<file path="config.mk">
export PLATFORM = sky130hd
export DESIGN_NAME = adder_accumulator
export DESIGN_NICKNAME = d
export VERILOG_FILES = /design/src/rtl/adder_accumulator.sv
export SDC_FILE = /design/constraint.sdc
export NUM_CORES = 1
export LEC_CHECK = 0
export CORE_ASPECT_RATIO = 1.2
export CORE_MARGIN = 2
export CORE_UTILIZATION = 52
export DETAILED_ROUTE_END_ITERATION = 6
export MAX_ROUTING_LAYER = met4
export PLACE_DENSITY = 0.93
export SLEW_MARGIN = 0
export SYNTH_ARGS = -nofsm -noshare
export SYNTH_HDL_FRONTEND = slang
export SYNTH_SLANG_ARGS = --single-unit
export TNS_END_PERCENT = 50
</file>
<file path="constraint.sdc">
create_clock -name clk -period 26.5 [get_ports clk]
set_input_delay 2.65 -clock clk [delete_from_list [all_inputs] [get_ports clk]]
set_output_delay 2.65 -clock clk [all_outputs]
set_load 0.02 [all_outputs]
</file>
<file path="src/rtl/adder_accumulator.sv">
// adder_accumulator
//   Streaming signed accumulator. Operands arrive on a valid/ready stream and
//   are added to the running sum through a carry-bypass adder. When a packet
//   closes (in_last, or the beat counter reaches its ceiling), the total, a
//   sticky overflow flag and the beat count are held on a valid/ready output
//   until they are taken.
//
//   clk          in   clock, rising edge
//   rst_n        in   synchronous active-low reset
//   in_valid     in   operand present
//   in_ready     out  operand can be accepted (ACCUM state)
//   in_data      in   W-bit signed operand
//   in_last      in   final operand of the packet
//   out_valid    out  result held (DONE state)
//   out_ready    in   consumer takes the result
//   out_sum      out  W-bit signed packet total
//   out_overflow out  set if any beat of the packet overflowed
//   out_count    out  beats accumulated
//
//   carry_bypass_adder
//     a, b   in   W-bit operands
//     cin    in   carry in
//     sum    out  W-bit sum
//     cout   out  carry out
//     overflow out signed overflow of a + b

module carry_bypass_adder #(
   parameter int W = 32,
   parameter int N = 4
) (
   input  logic [W-1:0] a,
   input  logic [W-1:0] b,
   input  logic         cin,
   output logic [W-1:0] sum,
   output logic         cout,
   output logic         overflow
);

   localparam int NB = W / N;

   logic w_carry;
   logic w_blk_cin;
   logic w_prop;

   // Ripple inside each N-bit block; if every bit of the block propagates,
   // the block carry-out is taken straight from its carry-in.
   always_comb begin
      sum       = '0;
      w_carry   = cin;
      w_blk_cin = 1'b0;
      w_prop    = 1'b0;
      for (int blk = 0; blk < NB; blk++) begin
         w_blk_cin = w_carry;
         w_prop    = 1'b1;
         for (int i = 0; i < N; i++) begin
            sum[blk*N+i] = a[blk*N+i] ^ b[blk*N+i] ^ w_carry;
            w_carry      = (a[blk*N+i] & b[blk*N+i]) |
                           ((a[blk*N+i] ^ b[blk*N+i]) & w_carry);
            w_prop       = w_prop & (a[blk*N+i] ^ b[blk*N+i]);
         end
         if (w_prop) begin
            w_carry = w_blk_cin;
         end
      end
      cout = w_carry;
   end

   assign overflow = (a[W-1] == b[W-1]) && (sum[W-1] != a[W-1]);

endmodule

// State table
//   state    | meaning
//   ST_ACCUM | accepting operands, in_ready=1
//   ST_DONE  | packet result held, out_valid=1, waiting for out_ready
module adder_accumulator #(
   parameter int W        = 32,
   parameter int N        = 4,
   parameter int CNTW     = 8,
   parameter bit SATURATE = 1'b0
) (
   input  logic            clk,
   input  logic            rst_n,
   input  logic            in_valid,
   output logic            in_ready,
   input  logic [W-1:0]    in_data,
   input  logic            in_last,
   output logic            out_valid,
   input  logic            out_ready,
   output logic [W-1:0]    out_sum,
   output logic            out_overflow,
   output logic [CNTW-1:0] out_count
);

   typedef enum logic {
      ST_ACCUM = 1'b0,
      ST_DONE  = 1'b1
   } state_t;

   state_t          r_state;
   state_t          w_state_nxt;
   logic [W-1:0]    r_acc;
   logic            r_ovf;
   logic [CNTW-1:0] r_cnt;

   logic [W-1:0]    w_sum;
   logic            w_cout;
   logic            w_add_ovf;
   logic            w_accept;
   logic            w_drain;
   logic [CNTW-1:0] w_cnt_inc;
   logic            w_cnt_full;
   logic [W-1:0]    w_clamp;
   logic [W-1:0]    w_acc_nxt;

   carry_bypass_adder #(
      .W (W),
      .N (N)
   ) u_adder (
      .a        (r_acc),
      .b        (in_data),
      .cin      (1'b0),
      .sum      (w_sum),
      .cout     (w_cout),
      .overflow (w_add_ovf)
   );

   assign in_ready     = (r_state == ST_ACCUM);
   assign out_valid    = (r_state == ST_DONE);
   assign out_sum      = r_acc;
   assign out_overflow = r_ovf;
   assign out_count    = r_cnt;

   assign w_accept   = in_valid && in_ready;
   assign w_drain    = out_valid && out_ready;
   assign w_cnt_inc  = r_cnt + {{(CNTW-1){1'b0}}, 1'b1};
   assign w_cnt_full = (w_cnt_inc == {CNTW{1'b1}});

   // Overflow direction follows the operand sign: both inputs share it.
   assign w_clamp   = in_data[W-1] ? {1'b1, {(W-1){1'b0}}} : {1'b0, {(W-1){1'b1}}};
   assign w_acc_nxt = (SATURATE && w_add_ovf) ? w_clamp : w_sum;

   always_ff @(posedge clk) begin
      if (!rst_n) begin
         r_state <= ST_ACCUM;
      end else begin
         r_state <= w_state_nxt;
      end
   end

   always_comb begin
      w_state_nxt = r_state;
      case (r_state)
         ST_ACCUM: begin
            if (w_accept && (in_last || w_cnt_full)) begin
               w_state_nxt = ST_DONE;
            end
         end
         ST_DONE: begin
            if (out_ready) begin
               w_state_nxt = ST_ACCUM;
            end
         end
         default: w_state_nxt = ST_ACCUM;
      endcase
   end

   always_ff @(posedge clk) begin
      if (!rst_n) begin
         r_acc <= '0;
         r_ovf <= 1'b0;
         r_cnt <= '0;
      end else if (w_drain) begin
         r_acc <= '0;
         r_ovf <= 1'b0;
         r_cnt <= '0;
      end else if (w_accept) begin
         r_acc <= w_acc_nxt;
         r_ovf <= r_ovf | w_add_ovf;
         r_cnt <= w_cnt_inc;
      end
   end

endmodule

</file>
==> key figures <==
Synth
  • Yosys top cell area share: 29.8%
  • Async set-or-reset flop fraction in the synthesized netlist: 0%
  • Sequential share of the synthesized area: 29.8%
  • Post-synth EDFFs: 0
  • Synth Instances: slightly below 300
  • Total number of yosys warnings: 0
  • FF+latch count, synth: 42
  • Synth top cells by count: nand2_1, dfxtp_1, a21oi_1, fa_1, ha_1
  • Mapped cell area: between 0.002 and 0.003 mm^2
  • Post-synth top flop: dfxtp_1
  • Syn avg cell area: 9.50 um^2
  • Syn Nets: between 300 and 400
  • Cell variety after synth: 35
  • Post-synth top area cell: dfxtp_1
  • Synth top area cells: dfxtp_1, fa_1, ha_1
  • Most numerous cell in the Yosys netlist: nand2_1

Timing
  • Period utilisation layout: between 60% and 70%
  • Clk_skew: around 5.5 ps
  • Slew @ Worst Pin: roughly 460 ps
  • Rel. slew slack: approximately 70%
  • Setup Viol. Count Final: 0
  • Fmax: a little under 0.06 GHz
  • Max Slew Vio Count: 0
  • Final setup TNS: 0 ps
  • RSZ-0062 raised after global routing: false
  • Period minus WS final: ~17000 ps
  • WHS: ~450 ps
  • Fin. Hold Viols: 0

Global route
  • First-pass GRT wire length: about 11000 um
  • Initial antenna violation count: 0
  • Largest net degree at the start of global routing: 43
  • Total gr overflow: 0
  • GRT Util Overall: between 20 and 25%
  • Number of global-route vias before repair: between 2000 and 2500

Worst hold path
  • HP Class: reg -> reg

Setup path
  • Crit path launch type: input pin
  • CP max stage delay: 420 ps
  • Critical path arrival: 17520 ps
  • Critical Path Sink Type: register
  • Worst R2R Setup Slack: between 10000 and 15000 ps
  • Most numerous cell on the critical path: fa_1
  • Worst Path Max Fanout: 3
  • Crit path required time: 26710 ps
  • CP max-delay cell: fa_1
  • CP Class: in -> reg

Finish
  • Sequential Area: between 800 and 900 um^2
  • Final non-filler cell total: 436
  • Layout area overhead: 32.8%
  • Share of cells above drive strength 1: under 10%
  • Final-layout fill cell count: 387
  • Area of the multi-input gates: about 0.0019 mm^2
  • # nets final: 470
  • Diodes inserted: 0

Power
  • PwrDens: ~51 mW/mm^2
  • Worst vdd ir: ~0.028 mV
  • Static leakage: 0.00152 uW

Floorplanning
  • Core Area: about 0.0053 mm^2
  • Die W: around 71 um
  • Initial core utilization: between 50% and 60%
  • Io pins: 80
  • Site row count: 29
  • Chip height: roughly 85 um
  • Die Area: around 0.0060 mm^2

Drt
  • Drt drc: 0
  • Drt pass-1 iters: 4
  • DR WL/cell: approximately 15 um
  • Detailed Route WL: 6360 um
  • Final antenna-violating net count: 0
  • Vias: between 2000 and 2500
  • Initial DRC count: 84
  • Via/cell ratio: about 5.4

Placement
  • RePlAce Congestion: around 0.8
  • Inst Count DP: 428
  • Post-detail-place hpwl: between 4000 and 5000 um
  • Input/output buffers: just under 80

Clock network
  • Postcts setup bufs: 0
  • Clock latency on the worst-skew pair: 290 ps
  • CTS sink count: 42
  • Clock Pin Slew Worst Setup and Hold Paths: 80 ps
  • CTS buffer count: 5
  • Cts repair resizes: 0
  • Post-CTS Hold Fix Bufs: 0
  • Root Buffer: clkbuf_8
  • CTS tree: built
  • H-tree levels: 2
  • Clk buf depth: 2

Status
  • Outcome: completed

Flow run
  • Max-cap violations: 0
-- sequential cells by signal, indices dropped and copies added (netlist names) --
| signal | flops |
|---|---|
| out_valid | 1 |
| out_overflow | 1 |
| out_sum | 32 |
| out_count | 8 |
-- cell usage in the layout, fill, tap and decap left out, types with 2 or more instances in the layout --
cell and n:
or3_1 3, nor2b_1 2, nor3_1 3, buf_4 2, xnor2_1 6, clkdlybuf4s50_1 79
fa_1 30, dfxtp_1 42, o21ai_0 7, nand3_2 2, nand4_1 7, nor3_2 4
clkbuf_8 8, and2_1 2, a21o_1 2, nand2_1 72, nor3b_1 2, a21oi_1 39
inv_1 5, nor2_1 12, ha_1 30, nand2b_1 2
-- where the power goes --
group	switching [uW]	internal, uW	leakage [uW]	total, uW
clock	21.6	26.3	0.0000575	48.0
combinational	34.3	32.0	0.00112	66.3
sequential	8.33	69.4	0.000344	77.8
-- layer usage --
layer	vias to the layer above	GRT usage, %	part of all wire (%)	wire, um
met5	-	-	0	0
met4	0	7.20	1.0	65
met3	7	2.76	3.9	247
met2	64	40.6	55	3530
met1	1153	25.3	40	2520
li1	1129	-	-	-
-- critical path, delay by kind of cell --
kind / cells / cell delay [ps]
fa+ha+maj: 31 / 12020
buf+inv: 2 / 500
compound gates: 6 / 1030
simple gates: 9 / 1160
xor+xnor: 1 / 150
-- worst paths after layout --
path / start / end / depth (start not counted)
worst max-delay path: in_data[0] / out_sum[31] / 49
worst min register to register: out_overflow / out_overflow / 2
worst min-delay path: out_overflow / out_overflow / 2
worst max register to register: out_sum[0] / out_sum[31] / 48
-- layout make-up --
cell class,count,share of cell area [%]
multi-input combinational,238,50.6
sequential,42,22.4
timing repair buffer,81,21.5
clock buffer,8,2.94
tap,62,2.07
inverter,5,0.501
-- per-stage QoR --
stage	instance area, um^2	util [%]	power [uW]	setup slack, ps
after CTS	3750	71.2	193	9160
after global routing	3750	71.2	203	8610
after global placement	3640	69.1	141	9300
final	3750	71.2	192	9190
after floorplan	2820	-	116	10260
after detailed placement	3640	69.1	145	8930
-- cell families after synthesis --
logic type / synth area share (%)
flip-flops: 29.8
AO/OA/AOI/OAI: 10.6
buffers and inverters: 3.19
adder cells (fa/ha/maj): 34.6
AND/OR/NAND/NOR: 19.6
XOR/XNOR: 2.17
Note: power is estimated with default switching activity, not from simulation.
